**src/rtl/rbm_vote_controller_if.sv**
```systemverilog
// Handshake and result bundle for the RBM vote controller: run request and
// configuration, the classify-layer sample handshake, and the result outputs.
interface rbm_vote_controller_if #(
  parameter int OUTPUT_DIM  = 10,
  parameter int COUNT_WIDTH = 12,
  parameter int ITER_WIDTH  = 16,
  parameter int INDEX_WIDTH = 4
);
  logic                              start;
  logic [ITER_WIDTH-1:0]             iteration_num;
  logic                              early_stop_en;
  logic [COUNT_WIDTH-1:0]            margin;
  logic                              layer_finish;
  logic [OUTPUT_DIM-1:0]             sample;
  logic                              layer_reset;
  logic                              busy;
  logic                              done;
  logic                              early_stopped;
  logic [OUTPUT_DIM*COUNT_WIDTH-1:0] counts;
  logic [INDEX_WIDTH-1:0]            winner;
  logic [COUNT_WIDTH-1:0]            winner_count;
  logic [ITER_WIDTH-1:0]             iterations_done;

  // Requester / layer side: drives the run request and samples.
  modport master (
    output start, iteration_num, early_stop_en, margin, layer_finish, sample,
    input  layer_reset, busy, done, early_stopped, counts, winner,
           winner_count, iterations_done
  );

  // Controller side.
  modport slave (
    input  start, iteration_num, early_stop_en, margin, layer_finish, sample,
    output layer_reset, busy, done, early_stopped, counts, winner,
           winner_count, iterations_done
  );
endinterface

```
**src/rtl/rbm_vote_controller.sv**
```systemverilog
// Iteration controller and vote accumulator for the stochastic RBM classifier.
// Each iteration restarts the layer chain, waits for a classify-layer sample,
// adds it into per-class saturating counters, then runs a one-class-per-cycle
// argmax scan that also decides whether the run is finished (iteration limit
// reached, or the winner leads the runner-up by at least the margin).
module rbm_vote_controller #(
  parameter int OUTPUT_DIM  = 10,
  parameter int COUNT_WIDTH = 12,
  parameter int ITER_WIDTH  = 16,
  parameter int INDEX_WIDTH = 4
) (
  input  logic                 i_clock,
  input  logic                 i_reset_n,
  rbm_vote_controller_if.slave bus
);

  typedef enum logic [2:0] {
    S_IDLE,
    S_RESTART,
    S_WAIT,
    S_ACCUM,
    S_SCAN,
    S_DONE
  } state_t;

  localparam logic [COUNT_WIDTH-1:0] CNT_MAX  = '1;
  localparam logic [INDEX_WIDTH-1:0] LAST_IDX = INDEX_WIDTH'(OUTPUT_DIM - 1);

  state_t                  r_state;
  state_t                  w_next_state;
  logic                    w_layer_reset;

  // Run configuration captured when a start is accepted.
  logic [ITER_WIDTH-1:0]   r_iter_limit;
  logic                    r_es_en;
  logic [COUNT_WIDTH-1:0]  r_margin;
  logic [OUTPUT_DIM-1:0]   r_sample;

  // Results.
  logic [COUNT_WIDTH-1:0]  r_cnt [OUTPUT_DIM];
  logic [ITER_WIDTH-1:0]   r_iter_done;
  logic                    r_busy;
  logic                    r_done;
  logic                    r_early;
  logic [INDEX_WIDTH-1:0]  r_winner;
  logic [COUNT_WIDTH-1:0]  r_winner_count;

  // Argmax scan state.
  logic [INDEX_WIDTH-1:0]  r_scan_idx;
  logic [COUNT_WIDTH-1:0]  r_best_val;
  logic [COUNT_WIDTH-1:0]  r_second_val;
  logic [INDEX_WIDTH-1:0]  r_best_idx;

  logic                    w_accept;
  logic                    w_scan_last;
  logic [COUNT_WIDTH-1:0]  w_scan_val;
  logic [COUNT_WIDTH-1:0]  w_base_best;
  logic [COUNT_WIDTH-1:0]  w_base_second;
  logic [INDEX_WIDTH-1:0]  w_base_idx;
  logic [COUNT_WIDTH-1:0]  w_new_best;
  logic [COUNT_WIDTH-1:0]  w_new_second;
  logic [INDEX_WIDTH-1:0]  w_new_idx;
  logic [COUNT_WIDTH-1:0]  w_lead;
  logic                    w_hit_limit;
  logic                    w_stop;

  // Counter increment that sticks at the all-ones value instead of wrapping.
  function automatic logic [COUNT_WIDTH-1:0] sat_inc(
    input logic [COUNT_WIDTH-1:0] v,
    input logic                   en
  );
    if (en && (v != CNT_MAX)) return v + COUNT_WIDTH'(1);
    return v;
  endfunction

  assign w_accept    = ((r_state == S_IDLE) || (r_state == S_DONE)) && bus.start;
  assign w_scan_last = (r_scan_idx == LAST_IDX);
  assign w_scan_val  = r_cnt[r_scan_idx];

  // The first scan cycle starts from an empty best/second pair.
  assign w_base_best   = (r_scan_idx == '0) ? '0 : r_best_val;
  assign w_base_second = (r_scan_idx == '0) ? '0 : r_second_val;
  assign w_base_idx    = (r_scan_idx == '0) ? '0 : r_best_idx;

  // One scan step: strictly greater takes the lead (lowest index wins ties);
  // anything above the runner-up, including a tie with the leader, becomes
  // the new runner-up.
  always_comb begin
    w_new_best   = w_base_best;
    w_new_second = w_base_second;
    w_new_idx    = w_base_idx;
    if (w_scan_val > w_base_best) begin
      w_new_best   = w_scan_val;
      w_new_second = w_base_best;
      w_new_idx    = r_scan_idx;
    end else if (w_scan_val > w_base_second) begin
      w_new_second = w_scan_val;
    end
  end

  // best >= second is an invariant of the scan, so the lead never underflows.
  assign w_lead      = w_new_best - w_new_second;
  assign w_hit_limit = (r_iter_done == r_iter_limit);
  assign w_stop      = w_hit_limit || (r_es_en && (w_lead >= r_margin));

  // State register.
  always_ff @(posedge i_clock or negedge i_reset_n) begin
    if (!i_reset_n) r_state <= S_IDLE;
    else            r_state <= w_next_state;
  end

  // Next-state decode and layer-chain restart control.
  always_comb begin
    w_next_state  = r_state;
    w_layer_reset = 1'b1;
    case (r_state)
      S_IDLE, S_DONE: begin
        if (bus.start) w_next_state = (bus.iteration_num == '0) ? S_DONE : S_RESTART;
      end
      S_RESTART: w_next_state = S_WAIT;
      S_WAIT: begin
        w_layer_reset = 1'b0;
        if (bus.layer_finish) w_next_state = S_ACCUM;
      end
      S_ACCUM: begin
        w_layer_reset = 1'b0;
        w_next_state  = S_SCAN;
      end
      S_SCAN: begin
        w_layer_reset = 1'b0;
        if (w_scan_last) w_next_state = w_stop ? S_DONE : S_RESTART;
      end
      default: w_next_state = S_IDLE;
    endcase
  end

  // Vote counters, iteration count, status flags and registered result.
  always_ff @(posedge i_clock or negedge i_reset_n) begin
    if (!i_reset_n) begin
      for (int i = 0; i < OUTPUT_DIM; i++) r_cnt[i] <= '0;
      r_iter_done    <= '0;
      r_busy         <= 1'b0;
      r_done         <= 1'b0;
      r_early        <= 1'b0;
      r_winner       <= '0;
      r_winner_count <= '0;
      r_scan_idx     <= '0;
    end else begin
      case (r_state)
        S_IDLE, S_DONE: begin
          if (bus.start) begin
            for (int i = 0; i < OUTPUT_DIM; i++) r_cnt[i] <= '0;
            r_iter_done    <= '0;
            r_early        <= 1'b0;
            r_winner       <= '0;
            r_winner_count <= '0;
            // A zero-iteration run completes on the accepting edge.
            if (bus.iteration_num == '0) begin
              r_busy <= 1'b0;
              r_done <= 1'b1;
            end else begin
              r_busy <= 1'b1;
              r_done <= 1'b0;
            end
          end
        end
        S_ACCUM: begin
          for (int i = 0; i < OUTPUT_DIM; i++) r_cnt[i] <= sat_inc(r_cnt[i], r_sample[i]);
          r_iter_done <= r_iter_done + ITER_WIDTH'(1);
          r_scan_idx  <= '0;
        end
        S_SCAN: begin
          r_scan_idx <= r_scan_idx + INDEX_WIDTH'(1);
          if (w_scan_last) begin
            r_winner       <= w_new_idx;
            r_winner_count <= w_new_best;
            if (w_stop) begin
              r_busy  <= 1'b0;
              r_done  <= 1'b1;
              r_early <= !w_hit_limit;
            end
          end
        end
        default: ;
      endcase
    end
  end

  // Run configuration, captured sample and running best/second (no reset needed).
  always_ff @(posedge i_clock) begin
    if (w_accept) begin
      r_iter_limit <= bus.iteration_num;
      r_es_en      <= bus.early_stop_en;
      r_margin     <= bus.margin;
    end
    if ((r_state == S_WAIT) && bus.layer_finish) r_sample <= bus.sample;
    if (r_state == S_SCAN) begin
      r_best_val   <= w_new_best;
      r_second_val <= w_new_second;
      r_best_idx   <= w_new_idx;
    end
  end

  for (genvar g = 0; g < OUTPUT_DIM; g++) begin : g_counts
    assign bus.counts[g*COUNT_WIDTH +: COUNT_WIDTH] = r_cnt[g];
  end

  assign bus.layer_reset     = w_layer_reset;
  assign bus.busy            = r_busy;
  assign bus.done            = r_done;
  assign bus.early_stopped   = r_early;
  assign bus.winner          = r_winner;
  assign bus.winner_count    = r_winner_count;
  assign bus.iterations_done = r_iter_done;

endmodule
```
**src/flat_wrapper.sv**
```systemverilog
// flat-port wrapper written by rule: the top's interface ports become plain ports
module rbm_vote_controller_flat 
#(
  parameter int OUTPUT_DIM  = 10,
  parameter int COUNT_WIDTH = 12,
  parameter int ITER_WIDTH  = 16,
  parameter int INDEX_WIDTH = 4
)
  (i_clock, i_reset_n, bus_start, bus_iteration_num, bus_early_stop_en, bus_margin, bus_layer_finish, bus_sample, bus_layer_reset, bus_busy, bus_done, bus_early_stopped, bus_counts, bus_winner, bus_winner_count, bus_iterations_done);
  rbm_vote_controller_if #(.OUTPUT_DIM(OUTPUT_DIM), .COUNT_WIDTH(COUNT_WIDTH), .ITER_WIDTH(ITER_WIDTH), .INDEX_WIDTH(INDEX_WIDTH)) bus_i ();
  input  logic i_clock;
  input  logic i_reset_n;
  input wire logic [$bits(bus_i.start)-1:0] bus_start;
  input wire logic [$bits(bus_i.iteration_num)-1:0] bus_iteration_num;
  input wire logic [$bits(bus_i.early_stop_en)-1:0] bus_early_stop_en;
  input wire logic [$bits(bus_i.margin)-1:0] bus_margin;
  input wire logic [$bits(bus_i.layer_finish)-1:0] bus_layer_finish;
  input wire logic [$bits(bus_i.sample)-1:0] bus_sample;
  output wire logic [$bits(bus_i.layer_reset)-1:0] bus_layer_reset;
  output wire logic [$bits(bus_i.busy)-1:0] bus_busy;
  output wire logic [$bits(bus_i.done)-1:0] bus_done;
  output wire logic [$bits(bus_i.early_stopped)-1:0] bus_early_stopped;
  output wire logic [$bits(bus_i.counts)-1:0] bus_counts;
  output wire logic [$bits(bus_i.winner)-1:0] bus_winner;
  output wire logic [$bits(bus_i.winner_count)-1:0] bus_winner_count;
  output wire logic [$bits(bus_i.iterations_done)-1:0] bus_iterations_done;
  assign bus_i.start = bus_start;
  assign bus_i.iteration_num = bus_iteration_num;
  assign bus_i.early_stop_en = bus_early_stop_en;
  assign bus_i.margin = bus_margin;
  assign bus_i.layer_finish = bus_layer_finish;
  assign bus_i.sample = bus_sample;
  assign bus_layer_reset = bus_i.layer_reset;
  assign bus_busy = bus_i.busy;
  assign bus_done = bus_i.done;
  assign bus_early_stopped = bus_i.early_stopped;
  assign bus_counts = bus_i.counts;
  assign bus_winner = bus_i.winner;
  assign bus_winner_count = bus_i.winner_count;
  assign bus_iterations_done = bus_i.iterations_done;
  rbm_vote_controller #(.OUTPUT_DIM(OUTPUT_DIM), .COUNT_WIDTH(COUNT_WIDTH), .ITER_WIDTH(ITER_WIDTH), .INDEX_WIDTH(INDEX_WIDTH)) u_core (.i_clock(i_clock), .i_reset_n(i_reset_n), .bus(bus_i));
endmodule
```
**config.mk**
```make
export PLATFORM = sky130hd
export DESIGN_NAME = rbm_vote_controller_flat
export DESIGN_NICKNAME = d
export VERILOG_FILES = /design/src/rtl/rbm_vote_controller_if.sv /design/src/rtl/rbm_vote_controller.sv /design/src/flat_wrapper.sv
export SDC_FILE = /design/constraint.sdc
export NUM_CORES = 1
export LEC_CHECK = 0
export ABC_AREA = 1
export ABC_CLOCK_PERIOD_IN_PS = 16800
export CAP_MARGIN = 20
export CORE_MARGIN = 2
export CORE_UTILIZATION = 31
export CTS_CLUSTER_SIZE = 10
export DETAILED_ROUTE_END_ITERATION = 12
export GPL_TIMING_DRIVEN = 0
export PLACE_DENSITY = 0.56
export SYNTH_ARGS = -nofsm -noshare
export SYNTH_HDL_FRONTEND = slang
export SYNTH_SLANG_ARGS = --single-unit
```
**constraint.sdc**
```tcl
create_clock -name i_clock -period 16.8 [get_ports i_clock]
set_input_delay 5.04 -clock i_clock [delete_from_list [all_inputs] [get_ports i_clock]]
set_output_delay 5.04 -clock i_clock [all_outputs]
set_load 0.05 [all_outputs]
```
### After elaboration in Yosys (flattened, before gate mapping)

Cells that the tools add are included.
Widths: inputs -> output; s select.

* register bits: 229
* input port bits: 43
* logic and storage cells: 194

* add/sub/neg operators: 13
* magnitude comparators: 4
* eq/ne operators: 31
* muxes and demuxes: 82
* bitwise logic cells: 1
* reduce and logical (&&, ||, !) cells: 38

Operators by type and width (number)
* $mux 12: 29
* $pmux 120 s2: 1
* $add 12x1->12 const B: 10
* $mux 120: 1
* $ne 12x12->1 const B: 10
* $bmux 12 s4: 1
* $reduce_and 3->1: 12
* $mux 1: 32
* $pmux 16 s2: 1
* $gt 12x12->1: 2
* $ne 2x1->1 const B: 12
* $pmux 12 s2: 1
* $add 16x1->16 const B: 1
* $eq 16x16->1: 1
* $logic_not 16->1: 1
* $mux 16: 1
* $mux 4: 4
* $pmux 4 s2: 2
* $mux 3: 5
* $pmux 3 s5: 1
* $logic_and 1x1->1: 13
* $ge 12x12->1: 1
* $sub 12x12->12: 1
* $eq 3x2->1 const B: 2
* other kinds (17): 24

### Logic depth before layout (Yosys ltp)

* word-level depth: 14
* gate-level depth with buffers: 44
* gate-level depth less buffers: 40

### Least setup slack after synthesis

No wires, ideal clock.

* path type: reg2out
* from: register u_core.r_state[0]
* to: output port bus_layer_reset
* arrival time: 1.828 ns
* data required time: 11.760 ns
* slack: 9.932 ns
* cell stages (with the launch flop): 8
* path buffers: 2
* cell sequence: dfrtp_1 nand2_1 nor2_2 buf_6 inv_1 clkbuf_1 nand2_1 nor2_1

* longest elaborated chain between the ends: 3
* elaborated cells on any way between the ends: 5
* classes of those cells: eq/ne (3); mux (1); reduce/logical (1)

RTL lines
* start, declared: RTL line rbm_vote_controller.sv:29 `state_t r_state;`
* start signal, assigned: RTL line rbm_vote_controller.sv:109 `else r_state <= w_next_state;`
* $eq 3x2->1 (tied with other cells)
* $reduce_or 3->1 (no source line) *
* $mux 1 *: RTL line rbm_vote_controller.sv:116 `case (r_state)`
* end, declared: RTL line flat_wrapper.sv:19 `output wire logic [$bits(bus_i.layer_reset)-1:0] bus_layer_reset;`

Mark *: on every way between the ends. The rest lies on a longest branch, timed or not.

### Worst setup path in the final report

* from: register u_core.r_state[1]
* to: output port bus_layer_reset

The elaborated chain is that of the path after synthesis.

==> results.yml <==
die:
  die_area_sq_mm: 0.0449
  dieWidth_um: 212
  coreArea_sq_mm: 0.0429
  rows: 76
  die_y_um: 212
  floorplan.initialDensity: 0.313
  io_pins: 199
finish:
  area_growth_pct: 27.1
  fin_nets: 1988
  ff_latch_area_sq_mm: 0.00607
  stdcell_area_sq_mm: 0.0170
  layout-drive-gt1-share: 0.0719
  antenna_cells: 0
  post-route-util: 0.398
  multi_input_area_sq_mm: 0.00630
  n_fill_cell: 4415
  layout_common_cells: "312 x nand2_1, 199 x inv_1, 197 x clkdlybuf4s50_1"
  layout_commonest_cell: "nand2_1"
critical_path:
  r2r-end: "u_core.bus.early_stopped$_DFFE_PN0P_"
  reg2reg_depth: 38
  critPathKind: "register to output port"
  required_ns: 11.76
  startpoint_type: "register"
  rrSetupSlack_ns: 9.45
  path_cells: "nand2_1, nor2_2, buf_6, inv_1, clkbuf_1, nand2_1, nor2_1, clkdlybuf4s50_1"
  cpMostUsedCell: "nand2_1"
  reg2reg_from: "u_core.r_scan_idx[1]$_DFFE_PN0P_"
  slowest_stage: "clkdlybuf4s50_1"
  critPathMaxFanout: 10
  crit_start: "u_core.r_state[1]$_DFFE_PN0P_"
  slowest_delay_ns: 0.84
  crit_path_end_kind: "output port"
  crit_end: "bus_layer_reset"
  cp.arrival_ns: 3.19
placed_design:
  numPortBuffers: 198
  dp_hpwl_um: 35400
  postPlaceCellArea_sq_mm: 0.0162
  gp_congestion: 0.881
logic_synthesis:
  synth_flop_cell: "dfrtp_1"
  syn_inst: 1652
  yosysSeqAreaShare: 0.452
  synth_seq_cells: 229
  syn_nets: 1757
  synth_top_area_cell: "dfrtp_1"
  synth_area_leaders: "dfrtp_1 30%, edfxtp_1 15%, nand2_1 8.7%"
  synthDistinctLibCells: 56
  synth_edf_count: 67
  netlist_area_sq_mm: 0.0134
  synth-async-reset-ratio: 0.707
  syn_avg_cell_area_sq_um: 8.12
  yosys.area.top_type_share: 0.302
  yosys_warnings: 0
sta:
  maxSlewViolCount: 0
  fmax_mhz: 122
  finalSetupTns_ns: 0
  finClkSkew_ns: 0.0437
  slew_headroom: 0.318
  hold_violations: 0
  period_needed_ns: 8.23
  period_share: 0.490
  setup_viol: 0
  rsz0062_at_grt: "no"
  worst_pin_slew_ns: 1.02
detailed_routing:
  vias: 12600
  drc: 0
  vias_per_cell: 5.05
  dr.first_iter.drc_count: 834
  ant_nets: 0
  wl_per_cell_um: 18.6
  wl_um: 46300
  firstDrtPassIters: 5
clock_tree:
  cts_num_sinks: 229
  tritoncts: "done"
  holdBufCountCts: 0
  clk_latency_ns: 0.60
  numCtsBuffers: 29
  htree_levels: 1
  clk_pin_slew_ns: 0.05
  clockRootBuffer: "clkbuf_16"
  ctsResizeCount: 0
  cts_setup_buffers: 0
  clock_tree.buffer_depth: 3
flow_run:
  max_cap_viol_count: 0
global_route:
  antenna_found_initial: 0
  grt_overflow: 0
  grt_usage: 0.206
  grt_max_degree: 88
  first_global_vias: 12100
  grt_first_pass_wirelength_um: 70600
hold_path:
  hold_path_class: "register to register"
status:
  status: "finished clean"
==> state kept, by name (all words and copies together), names as in the netlist, 4 cells and up <==
signal	count
u_core.bus.counts	120
u_core.bus.iterations_done	16
u_core.r_iter_limit	16
u_core.bus.winner_count	12
u_core.r_best_val	12
u_core.r_margin	12
u_core.r_second_val	12
u_core.r_sample	10
u_core.bus.winner	4
u_core.r_best_idx	4
u_core.r_scan_idx	4
==> through the flow <==
step | hold slack (ns) | worst slack (ns) | cells
floorplan | 0.558 | 9.93 | 1652
global placement | 0.490 | 3.30 | 2435
detailed placement | 0.470 | 8.83 | 2437
CTS | 0.491 | 8.53 | 2490
global route | 0.505 | 8.41 | 2490
finish | 0.484 | 8.57 | 2490
==> layout make-up <==
cell class,instances,area share
plain buffers,56,0.0157
well taps,585,0.0429
flip-flops and latches,229,0.356
multi-input cells,1159,0.369
clock buffers,48,0.0485
repair buffers,200,0.119
clock inverters,5,0.00257
inverters,208,0.0459
==> logic make-up after synthesis <==
| group | count (synthesis) | share of synthesized area |
|---|---|---|
| buffers and inverters | 264 | 0.0783 |
| adder cells (fa/ha/maj) | 62 | 0.0584 |
| flip-flops | 229 | 0.452 |
| multiplexers | 2 | 0.00149 |
| AO/OA/AOI/OAI | 352 | 0.145 |
| XOR/XNOR | 27 | 0.0176 |
| AND/OR/NAND/NOR | 716 | 0.247 |
==> worst min path at each step <==
stage	startpoint	end	slack, ns	cells past startpoint
after CTS	u_core.bus.done$_DFFE_PN0P_	u_core.bus.done$_DFFE_PN0P_	0.49	2
after global routing	u_core.bus.done$_DFFE_PN0P_	u_core.bus.done$_DFFE_PN0P_	0.51	2
after global placement	u_core.bus.done$_DFFE_PN0P_	u_core.bus.done$_DFFE_PN0P_	0.49	2
final	u_core.bus.done$_DFFE_PN0P_	u_core.bus.done$_DFFE_PN0P_	0.48	2
after floorplan	u_core.r_state[2]$_DFFE_PN0P_	u_core.r_state[2]$_DFFE_PN0P_	0.56	2
after detailed placement	u_core.bus.done$_DFFE_PN0P_	u_core.bus.done$_DFFE_PN0P_	0.47	2
==> cell usage after synthesis, types with 10 or more instances <==
cell      instances
o21ai_0         157
nand4_1          13
a21oi_1         124
clkbuf_1         27
nand2_2          16
a31oi_1          10
nand2_1         312
o22ai_1          10
nor2_2           12
edfxtp_1         67
nor4_1           10
nor2_1          124
dfrtp_1         162
xor2_1           25
nand3_2          10
ha_1             61
buf_2            18
nand3_1         118
o211ai_1         12
nor3_1           73
inv_1           199
==> layer usage <==
layer	global-route usage	up-vias	wire length (um)
li1	-	6067	-
met1	0.273	5961	20200
met2	0.340	446	21300
met3	0.0387	89	3540
met4	0.0627	0	1330
met5	0	-	0
==> critical path, delay by kind of cell, from the launching register on <==
kind / cells / cell delay (ns)
buf+inv: 4 / 1.52
flops: 1 / 0.42
simple gates: 4 / 0.64
Power is not shown: default switching activity piles up to over one toggle a cycle in this logic, so the estimate is an artifact.
